==> src/rtl/imem_loader_pkg.sv <==
// Shared constants and types for the instruction-memory byte-stream loader.
package imem_loader_pkg;

  localparam int INST_W         = 32;
  localparam int DEPTH          = 80;
  localparam int ADDR_W         = 64;
  localparam int CNT_W          = 16;
  localparam int BYTES_PER_WORD = 4;

  localparam logic [7:0] HDR_BYTE = 8'hA5;

  typedef enum logic [2:0] {
    IDLE = 3'd0,
    LEN0 = 3'd1,
    LEN1 = 3'd2,
    DATA = 3'd3,
    WR   = 3'd4,
    CHK  = 3'd5,
    DONE = 3'd6,
    ERR  = 3'd7
  } state_e;

endpackage

==> src/rtl/imem_loader_if.sv <==
// Signal bundle between the loader, its byte source, instruction memory and core.
// Byte handshake: a byte moves only on a clock edge where in_valid and in_ready
// are both high; while in_valid is high and in_ready is low the source holds
// in_data unchanged, and in_ready never depends combinationally on in_valid.
interface imem_loader_if;
  import imem_loader_pkg::*;

  logic [7:0]        in_data;
  logic              in_valid;
  logic              in_ready;
  logic              wr_en;
  logic [ADDR_W-1:0] wr_addr;
  logic [INST_W-1:0] wr_data;
  logic              cpu_rst_n;
  logic              busy;
  logic              done;
  logic              error;
  state_e            dbg_state;

  // Byte source / observer side.
  modport master (
    output in_data, in_valid,
    input  in_ready, wr_en, wr_addr, wr_data, cpu_rst_n, busy, done, error,
    input  dbg_state
  );

  // Loader side.
  modport slave (
    input  in_data, in_valid,
    output in_ready, wr_en, wr_addr, wr_data, cpu_rst_n, busy, done, error,
    output dbg_state
  );
endinterface

==> src/rtl/imem_loader_word_assembler.sv <==
// Gathers four little-endian bytes into a word and keeps a running XOR of them.
// word_full_o is high when the byte presented now is the last of a word; word_o
// is then the complete word including that byte.
module word_assembler
  import imem_loader_pkg::*;
(
  input  logic              clk_i,
  input  logic              rst_ni,
  input  logic              clear_i,
  input  logic              strobe_i,
  input  logic [7:0]        byte_i,
  output logic [INST_W-1:0] word_o,
  output logic              word_full_o,
  output logic [7:0]        xor_o
);

  logic [1:0]  idx_q;
  logic [23:0] low_q;
  logic [7:0]  xor_q;

  // Byte position, lower three bytes of the word and checksum accumulation.
  always_ff @(posedge clk_i or negedge rst_ni) begin
    if (!rst_ni) begin
      idx_q <= 2'd0;
      low_q <= 24'd0;
      xor_q <= 8'd0;
    end else if (clear_i) begin
      idx_q <= 2'd0;
      low_q <= 24'd0;
      xor_q <= 8'd0;
    end else if (strobe_i) begin
      case (idx_q)
        2'd0:    low_q[7:0]   <= byte_i;
        2'd1:    low_q[15:8]  <= byte_i;
        2'd2:    low_q[23:16] <= byte_i;
        default: ;
      endcase
      idx_q <= idx_q + 2'd1;
      xor_q <= xor_q ^ byte_i;
    end
  end

  assign word_o      = {byte_i, low_q};
  assign word_full_o = (idx_q == 2'(BYTES_PER_WORD - 1));
  assign xor_o       = xor_q;

endmodule

==> src/rtl/imem_loader.sv <==
// Framed byte-stream loader: writes instruction memory and holds the core in
// reset until a frame with a correct checksum has been loaded.
module imem_loader
  import imem_loader_pkg::*;
(
  input  logic         CLK,
  input  logic         RST,
  imem_loader_if.slave bus
);

  state_e            state_q, state_d;
  logic [CNT_W-1:0]  n_q, n_d;
  logic [CNT_W-1:0]  idx_q, idx_d;
  logic              in_ready_q, in_ready_d;
  logic              wr_en_q, wr_en_d;
  logic [ADDR_W-1:0] wr_addr_q, wr_addr_d;
  logic [INST_W-1:0] wr_data_q, wr_data_d;
  logic              cpu_rst_n_q, cpu_rst_n_d;
  logic              busy_q, busy_d;
  logic              done_q, done_d;
  logic              error_q, error_d;

  logic              accept;
  logic              is_hdr;
  logic              waiting;
  logic              asm_clear;
  logic              asm_strobe;
  logic [INST_W-1:0] asm_word;
  logic              asm_full;
  logic [7:0]        asm_xor;
  logic [CNT_W-1:0]  n_full;

  assign accept     = bus.in_valid && in_ready_q;
  assign is_hdr     = (bus.in_data == HDR_BYTE);
  assign waiting    = (state_q == IDLE) || (state_q == DONE) || (state_q == ERR);
  assign asm_clear  = accept && waiting && is_hdr;
  assign asm_strobe = accept && (state_q == DATA);
  assign n_full     = {bus.in_data, n_q[7:0]};

  word_assembler u_asm (
    .clk_i       (CLK),
    .rst_ni      (RST),
    .clear_i     (asm_clear),
    .strobe_i    (asm_strobe),
    .byte_i      (bus.in_data),
    .word_o      (asm_word),
    .word_full_o (asm_full),
    .xor_o       (asm_xor)
  );

  // Register every output together with the FSM state.
  always_ff @(posedge CLK or negedge RST) begin
    if (!RST) begin
      state_q     <= IDLE;
      n_q         <= '0;
      idx_q       <= '0;
      in_ready_q  <= 1'b1;
      wr_en_q     <= 1'b0;
      wr_addr_q   <= '0;
      wr_data_q   <= '0;
      cpu_rst_n_q <= 1'b0;
      busy_q      <= 1'b0;
      done_q      <= 1'b0;
      error_q     <= 1'b0;
    end else begin
      state_q     <= state_d;
      n_q         <= n_d;
      idx_q       <= idx_d;
      in_ready_q  <= in_ready_d;
      wr_en_q     <= wr_en_d;
      wr_addr_q   <= wr_addr_d;
      wr_data_q   <= wr_data_d;
      cpu_rst_n_q <= cpu_rst_n_d;
      busy_q      <= busy_d;
      done_q      <= done_d;
      error_q     <= error_d;
    end
  end

  // Frame parser: next state and next registered outputs.
  always_comb begin
    state_d     = state_q;
    n_d         = n_q;
    idx_d       = idx_q;
    wr_en_d     = 1'b0;
    wr_addr_d   = wr_addr_q;
    wr_data_d   = wr_data_q;
    cpu_rst_n_d = cpu_rst_n_q;
    busy_d      = busy_q;
    done_d      = done_q;
    error_d     = error_q;

    case (state_q)
      IDLE, DONE, ERR: begin
        // Anything but a header byte is dropped here.
        if (accept && is_hdr) begin
          state_d     = LEN0;
          busy_d      = 1'b1;
          done_d      = 1'b0;
          error_d     = 1'b0;
          cpu_rst_n_d = 1'b0;
          idx_d       = '0;
          n_d         = '0;
        end
      end
      LEN0: begin
        if (accept) begin
          n_d[7:0] = bus.in_data;
          state_d  = LEN1;
        end
      end
      LEN1: begin
        if (accept) begin
          n_d = n_full;
          if (n_full > CNT_W'(DEPTH)) begin
            state_d = ERR;
            error_d = 1'b1;
            busy_d  = 1'b0;
          end else if (n_full == '0) begin
            state_d = CHK;
          end else begin
            state_d = DATA;
          end
        end
      end
      DATA: begin
        if (accept && asm_full) begin
          state_d   = WR;
          wr_en_d   = 1'b1;
          wr_addr_d = ADDR_W'(idx_q);
          wr_data_d = asm_word;
        end
      end
      WR: begin
        idx_d   = idx_q + 1'b1;
        state_d = (idx_q + 1'b1 == n_q) ? CHK : DATA;
      end
      CHK: begin
        if (accept) begin
          busy_d = 1'b0;
          if (bus.in_data == asm_xor) begin
            state_d     = DONE;
            done_d      = 1'b1;
            cpu_rst_n_d = 1'b1;
          end else begin
            state_d = ERR;
            error_d = 1'b1;
          end
        end
      end
      default: state_d = IDLE;
    endcase

    // The single write cycle is the only time no byte is taken.
    in_ready_d = (state_d != WR);
  end

  assign bus.in_ready  = in_ready_q;
  assign bus.wr_en     = wr_en_q;
  assign bus.wr_addr   = wr_addr_q;
  assign bus.wr_data   = wr_data_q;
  assign bus.cpu_rst_n = cpu_rst_n_q;
  assign bus.busy      = busy_q;
  assign bus.done      = done_q;
  assign bus.error     = error_q;
  assign bus.dbg_state = state_q;

endmodule

==> src/flat_wrapper.sv <==
// flat-port wrapper written by rule: the top's interface ports become plain ports
module imem_loader_flat import imem_loader_pkg::*;
  (CLK, RST, bus_in_data, bus_in_valid, bus_in_ready, bus_wr_en, bus_wr_addr, bus_wr_data, bus_cpu_rst_n, bus_busy, bus_done, bus_error, bus_dbg_state);
  imem_loader_if bus_i ();
  input  logic CLK;
  input  logic RST;
  input wire logic [$bits(bus_i.in_data)-1:0] bus_in_data;
  input wire logic [$bits(bus_i.in_valid)-1:0] bus_in_valid;
  output wire logic [$bits(bus_i.in_ready)-1:0] bus_in_ready;
  output wire logic [$bits(bus_i.wr_en)-1:0] bus_wr_en;
  output wire logic [$bits(bus_i.wr_addr)-1:0] bus_wr_addr;
  output wire logic [$bits(bus_i.wr_data)-1:0] bus_wr_data;
  output wire logic [$bits(bus_i.cpu_rst_n)-1:0] bus_cpu_rst_n;
  output wire logic [$bits(bus_i.busy)-1:0] bus_busy;
  output wire logic [$bits(bus_i.done)-1:0] bus_done;
  output wire logic [$bits(bus_i.error)-1:0] bus_error;
  output wire logic [$bits(bus_i.dbg_state)-1:0] bus_dbg_state;
  assign bus_i.in_data = bus_in_data;
  assign bus_i.in_valid = bus_in_valid;
  assign bus_in_ready = bus_i.in_ready;
  assign bus_wr_en = bus_i.wr_en;
  assign bus_wr_addr = bus_i.wr_addr;
  assign bus_wr_data = bus_i.wr_data;
  assign bus_cpu_rst_n = bus_i.cpu_rst_n;
  assign bus_busy = bus_i.busy;
  assign bus_done = bus_i.done;
  assign bus_error = bus_i.error;
  assign bus_dbg_state = bus_i.dbg_state;
  imem_loader u_core (.CLK(CLK), .RST(RST), .bus(bus_i));
endmodule
==> config.mk <==
export PLATFORM = sky130hd
export DESIGN_NAME = imem_loader_flat
export DESIGN_NICKNAME = d
export VERILOG_FILES = /design/src/rtl/imem_loader_pkg.sv /design/src/rtl/imem_loader_if.sv /design/src/rtl/imem_loader_word_assembler.sv /design/src/rtl/imem_loader.sv /design/src/flat_wrapper.sv
export SDC_FILE = /design/constraint.sdc
export NUM_CORES = 1
export LEC_CHECK = 0
export CAP_MARGIN = 20
export CELL_PAD_IN_SITES_DETAIL_PLACEMENT = 1
export CELL_PAD_IN_SITES_GLOBAL_PLACEMENT = 1
export CORE_UTILIZATION = 38
export CTS_CLUSTER_SIZE = 24
export DETAILED_ROUTE_END_ITERATION = 12
export PLACE_DENSITY = 0.8
export SLEW_MARGIN = 20
export SYNTH_ARGS = -nofsm -noshare
export SYNTH_HDL_FRONTEND = slang
export SYNTH_HIERARCHICAL = 1
export SYNTH_SLANG_ARGS = --single-unit
==> constraint.sdc <==
create_clock -name CLK -period 2.45 [get_ports CLK]
set_clock_uncertainty 0.15 [all_clocks]
set_input_delay 0.49 -clock CLK [delete_from_list [all_inputs] [get_ports CLK]]
set_output_delay 0.49 -clock CLK [all_outputs]
set_load 0.05 [all_outputs]
==> flow_metrics.tcl, run 1 <==
set metrics [dict create \
    status "finished with violations" \
    violations "negative setup slack" \
    first_pass_iters 4 \
    fillers 1831 \
    grt_pass1_vias 5498 \
    period_share_pct 102.2 \
    htree_levels 4 \
    synth_top_cell_area_share_pct 45.95 \
    diodes 0 \
    crit_type "flop to flop" \
    clock_latency_ns 0.43 \
    synth.distinct_cells 60 \
    clk_path_buf_depth 2 \
    gp_congestion 0.9156 \
    rrSetupSlack_ns -0.05 \
    avgSynthCellArea_um2 10.58 \
    hold_viol 0 \
    numCtsBuffers 17 \
    synthTopCellsByArea "dfrtp_1 (46%), mux2_2 (8.4%), buf_4 (6.9%)" \
    antenna_found_initial 1 \
    finalNonFillerCells 975 \
    crit_fanout 6 \
    start_util_pct 39.32 \
    dpl-instance-area_um2 7747 \
    fin_total_pwr_mw 11.60 \
    cp-start-kind "flop" \
    holdWs_ns 0.3554 \
    post-dp-hpwl_um 13130 \
    async_flop_share_pct 100.0 \
    drive_gt1_share_pct 25.56 \
    design_area_um2 8547 \
    worst_slack_ns -0.05268 \
    cts_tree "built" \
    power.leakage_nw 3.889 \
    arrival_ns 2.67 \
    synth.cell_area_um2 6590 \
    crit_chain "ha_2, buf_6, and3_4, a311oi_1, nor4_2, nand4_1, or4_4, a21bo_1" \
    synth_edf_count 0 \
    maxCapViolations 0 \
    rsz0062_at_grt "true" \
    slowest_stage "or4_4" \
    fin_util_pct 51.00 \
    dr_total_vias 5029 \
    max_slew_margin_pct 42.41 \
    synth.most_common_cell "dfrtp_1" \
    clock.fmax_ghz 0.3996 \
    grt_max_degree 46 \
    ys_ff_latch 122 \
    yosysSeqAreaShare_pct 46.35 \
    drt_iter0_markers 341 \
    ir_drop_uv 640.9 \
    die_w_um 133.7 \
    pin_count 116 \
    wl_per_cell_um 19.02 \
    holdCritPathClass "flop to flop" \
    endpoint_kind "flop" \
    final-setup-viol-count 1 \
    clock-root-buffer "clkbuf_16" \
    grt_usage_pct 21.82 \
    yosysTopAreaCell "dfrtp_1" \
    clk_pin_slew_worst_paths_ns 0.06 \
    cts.sinks 122 \
    synth_common_cells "dfrtp_1 (121), buf_4 (61), mux2_2 (49)" \
    ant_nets 0 \
    grt_pass1_wl_um 29950 \
    rows 47 \
    required_ns 2.62 \
    tightest_slew_ns 0.8638 \
    ys_warn_count 6 \
    synthFlopType "dfrtp_1" \
    dieArea_um2 17870 \
    routed_wl_um 18550 \
    area_growth_pct 29.69 \
    cpPeakStageDelay_ns 0.58 \
    die_h_um 133.7 \
    dp_cells 938 \
    drc 0 \
    io_buffers 67 \
    synthCells 623 \
    pre_cts_ws_ns -0.4241 \
    slew_violations 0 \
    via_per_inst 5.158 \
    coreArea_um2 16760 \
    grt-ovfl-total 0 \
    min_period_ns 2.503 \
    setup_tns_ns -0.05268 \
    final_nets 758 \
    p_per_area_nw_per_um2 1357 \
]
## flip-flops by register name, summed over array words and instances, names as in the netlist, 2 cells and up
name	cells
u_core/u_asm/low_q	24
u_core/u_asm/idx_q	2
u_core/u_asm/xor_o	8
u_core/bus.wr_data	32
u_core/idx_q	16
u_core/n_q	16
u_core/bus.wr_addr	16
u_core/bus.dbg_state	3
## placed cells by master (no fill, tap or decap), types with 6 or more instances in the layout
cell type,synthesis,routed
nand4_1,11,11
clkbuf_16,0,17
xor2_1,7,7
nand3b_1,8,8
nand2b_1,38,38
inv_6,0,7
mux2_2,49,49
dfrtp_1,121,120
mux2i_1,34,34
a21bo_1,9,9
nor2_1,25,23
buf_4,61,68
a21oi_1,18,18
nand3_1,15,15
buf_12,0,8
conb_1,1,48
nand2_1,34,34
inv_1,23,23
xnor2_1,16,15
clkdlybuf4s50_1,0,61
a31oi_1,6,6
o31ai_1,8,7
o21ai_0,35,32
## final timing paths
kind | startpoint | endpoint | cells past startpoint
setup / recovery | u_core/idx_q[1]$_DFFE_PN0P_ | u_core/bus.dbg_state[1]$_DFF_PN0_ | 8
hold / removal | u_core/bus.wr_addr[8]$_DFFE_PN0P_ | u_core/bus.wr_addr[8]$_DFFE_PN0P_ | 1
setup reg to reg | u_core/idx_q[1]$_DFFE_PN0P_ | u_core/bus.dbg_state[1]$_DFF_PN0_ | 8
hold reg to reg | u_core/bus.wr_addr[8]$_DFFE_PN0P_ | u_core/bus.wr_addr[8]$_DFFE_PN0P_ | 1
max in group asynchronous | RST | u_core/bus.in_ready$_DFF_PN1_ | 3
min in group asynchronous | RST | u_core/bus.wr_data[10]$_DFFE_PN0P_ | 2
## metal layers
| layer | share of wire, % | global-route usage [%] |
|---|---|---|
| met5 | 0 | 0 |
| met4 | 1.7 | 8.270 |
| met3 | 4.3 | 3.995 |
| met2 | 51 | 36.31 |
| met1 | 43 | 28.20 |
## cell families after synthesis
| kind of cell | count (synthesis) | share of synthesized area [%] |
|---|---|---|
| other | 1 | 0.05690 |
| muxes | 83 | 13.54 |
| xor gates and xnor gates | 23 | 3.057 |
| DFF | 122 | 46.35 |
| and+or+nand+nor | 170 | 14.47 |
| buffers and inverters | 115 | 10.73 |
| adders and majority gates | 5 | 0.9493 |
| AOI/OAI and AO/OA | 104 | 10.86 |
## layout make-up
cell class	count	area [µm²]	share of cell area (%)
multi-input combinational	433	3128	36.60
clock buffer	19	452.9	5.299
tap	220	275.3	3.221
timing repair buffer	145	1373	16.06
inverter	23	86.33	1.010
sequential	122	3055	35.75
clock inverter	13	176.4	2.064
## what timing repair did
item,CTS,global route
buffers inserted,2,2
hold buffers,1,0
gates resized for setup,13,19
hold endpoints to repair,34,0
endpoints found under the setup margin,3,28
pin swaps,9,3
## critical path: cells and delay by family (launching register included)
family	cells	cell delay, ns
AO/OA/AOI/OAI	2	0.30
adder cells (fa/ha/maj)	1	0.20
buffers and inverters	1	0.13
flip-flops	1	0.38
AND/OR/NAND/NOR	4	1.22
## report_power, final
part	switching, mW	internal [mW]	total, mW
clock	0.973	1.68	2.65
sequential	0.713	2.85	3.56
combinational	3.25	2.14	5.39
(Power assumes the default switching activity.)
==> run 2, diff against run 1 <==
--- a/config.mk
+++ b/config.mk
@@ -8,6 +8,7 @@
 export CAP_MARGIN = 20
 export CELL_PAD_IN_SITES_DETAIL_PLACEMENT = 1
 export CELL_PAD_IN_SITES_GLOBAL_PLACEMENT = 1
+export CORE_MARGIN = 4
 export CORE_UTILIZATION = 38
 export CTS_CLUSTER_SIZE = 24
 export DETAILED_ROUTE_END_ITERATION = 12
==> run 2 against run 1 <==
The run still ends with negative setup slack left. Highest routed layer unchanged. Final area fell by 1.3%. Power is 0.60% lower. Clock power about the same. Non-clock buffer count down 6. Hold slack worse by 0.0035 ns. Utilization decreased by 0.65 points. Global-route usage is 2.4 points lower. Final cell count down 0.62%. Sequential share of layout area up 0.45 points. Combinational power fell by 0.9%.
==> flow_metrics.tcl, run 2 (synthesis results as in run 1) <==
set metrics [dict create \
    design_area_um2 8438 \
    grt_pass1_wl_um 30130 \
    start_util_pct 39.32 \
    pin_count 116 \
    worst_slack_ns -0.007465 \
    die_w_um 139.7 \
    grt_max_degree 45 \
    numCtsBuffers 17 \
    dpl-instance-area_um2 7665 \
    clk_pin_slew_worst_paths_ns 0.06 \
    grt_usage_pct 19.44 \
    slowest_stage "or4_4" \
    antenna_found_initial 0 \
    drc 0 \
    dp_cells 932 \
    clock-root-buffer "clkbuf_16" \
    via_per_inst 5.197 \
    cts.sinks 122 \
    clk_path_buf_depth 2 \
    maxCapViolations 0 \
    htree_levels 4 \
    io_buffers 67 \
    clock.fmax_ghz 0.4069 \
    cp-start-kind "flop" \
    die_h_um 139.7 \
    arrival_ns 2.61 \
    area_growth_pct 28.04 \
    ir_drop_uv 648.4 \
    largest_register_ffs 32 \
    dr_total_vias 5036 \
    clock_latency_ns 0.41 \
    rsz0062_at_grt "true" \
    endpoint "u_core/bus.dbg_state[1]$_DFF_PN0_" \
    drt_iter0_markers 356 \
    swShare_pct 42.90 \
    reg2regPathDepth 8 \
    endpoint_kind "flop" \
    pwr-share-clk_pct 22.8 \
    gp_congestion 0.8395 \
    final_cell_mix "dfrtp_1 (121), buf_4 (66), clkdlybuf4s50_1 (62)" \
    status "finished with violations" \
    cpPeakStageDelay_ns 0.56 \
    grt_pass1_vias 5473 \
    first_pass_iters 5 \
    period_share_pct 100.3 \
    fin_total_pwr_mw 11.53 \
    cp_top_family "simple AND/OR/NAND/NOR gates" \
    r2r_end "u_core/bus.dbg_state[1]$_DFF_PN0_" \
    internal-power_mw 6.585 \
    layout_commonest_cell "dfrtp_1" \
    path_buf_inv 1 \
    violations "negative setup slack" \
    final-setup-viol-count 1 \
    routed_wl_um 18940 \
    setup_tns_ns -0.007465 \
    wl_per_cell_um 19.55 \
    crit_chain "ha_2, buf_6, and3_4, a311oi_2, nor4_2, nand4_1, or4_4, a21bo_1" \
    grt-ovfl-total 0 \
    critPathLaunch "u_core/idx_q[0]$_DFFE_PN0P_" \
    path_depth 8 \
    post-dp-hpwl_um 13280 \
    drive_gt1_share_pct 24.70 \
    holdCritPathClass "flop to flop" \
    ant_nets 0 \
    power.leakage_nw 3.825 \
    dieArea_um2 19510 \
    timing.rr.start "u_core/idx_q[0]$_DFFE_PN0P_" \
    switchingPower_mw 4.947 \
    p_comb_share_pct 46.3 \
    max_slew_margin_pct 43.72 \
    slew_violations 0 \
    crit_type "flop to flop" \
    finalNonFillerCells 969 \
    power_frac_seq_pct 30.9 \
    final_nets 752 \
    coreArea_um2 16760 \
    p_per_area_nw_per_um2 1367 \
    required_ns 2.60 \
    rows 47 \
    tightest_slew_ns 0.8442 \
    crit_fanout 5 \
    cts_tree "built" \
    min_period_ns 2.457 \
    rrSetupSlack_ns -0.007 \
    diodes 0 \
    hold_viol 0 \
    fin_util_pct 50.35 \
]
-- run 2: changes by cell type in the layout (fill, tap and decap cells not counted), sizes merged --
cell / before / now
clkinvlp: 1 / 2
clkinv: 2 / 3
buf: 81 / 75
clkbuf: 19 / 18
clkdlybuf4s50: 61 / 62
inv: 30 / 29
dlymetal6s2s: 1 / 0
-- run 2: what timing repair did --
item | in CTS | in global routing
gates resized for setup | 15 | 11
hold buffers | 1 | 0
pin swaps | 8 | 6
endpoints found under the hold margin | 41 | 0
setup endpoints to repair | 3 | 41
buffers inserted | 2 | 2
-- run 2: how the worst min path moves through the flow --
| stage | end | cells after the start | start | slack, ns |
|---|---|---|---|---|
| floorplan | u_core/bus.busy$_DFFE_PN0P_ | 0 | RST | 0.04 |
| global placement | u_core/bus.wr_data[7]$_DFFE_PN0P_ | 1 | u_core/bus.wr_data[7]$_DFFE_PN0P_ | 0.34 |
| detailed placement | u_core/bus.busy$_DFFE_PN0P_ | 1 | u_core/bus.busy$_DFFE_PN0P_ | 0.35 |
| CTS | u_core/bus.busy$_DFFE_PN0P_ | 1 | u_core/bus.busy$_DFFE_PN0P_ | 0.36 |
| global route | u_core/bus.wr_data[11]$_DFFE_PN0P_ | 1 | u_core/bus.wr_data[11]$_DFFE_PN0P_ | 0.37 |
| finish | u_core/bus.busy$_DFFE_PN0P_ | 1 | u_core/bus.busy$_DFFE_PN0P_ | 0.35 |
-- run 2: cell type report --
class                      count  area, µm²
fill                        1803       8322
sequential                   122       3054
multi-input combinational    433       3127
inverter                      23      86.33
tap                          220      275.3
clock buffer                  18      429.2
clock inverter                14      186.4
timing repair buffer         139       1280
-- run 2: power groups by stage --
stage | Combinational (mW) | Clock, mW | Sequential (mW)
2_1_floorplan | 2.49 | 0 | 4.50
3_5_place_dp | 5.14 | 0 | 3.57
6_report | 5.34 | 2.63 | 3.57
5_1_grt | 5.72 | 2.77 | 3.69
3_3_place_gp | 4.96 | 0 | 3.51
4_1_cts | 5.29 | 2.67 | 3.57
-- run 2: layer usage --
metal | track usage, % | part of all wire, % | wire (µm)
met1 | 23.92 | 41 | 7854
met2 | 34.14 | 52 | 9910
met3 | 4.768 | 5.3 | 1013
met4 | 5.150 | 0.85 | 161
met5 | 0 | 0 | 0
-- run 2: per-stage QoR --
step | hold WS (ns) | setup slack, ns
floorplan | 0.04441 | 0.0007292
global placement | 0.3425 | -0.2034
detailed placement | 0.3454 | -0.2968
CTS | 0.3580 | -0.01922
global route | 0.3708 | -0.09137
finish | 0.3519 | -0.007465
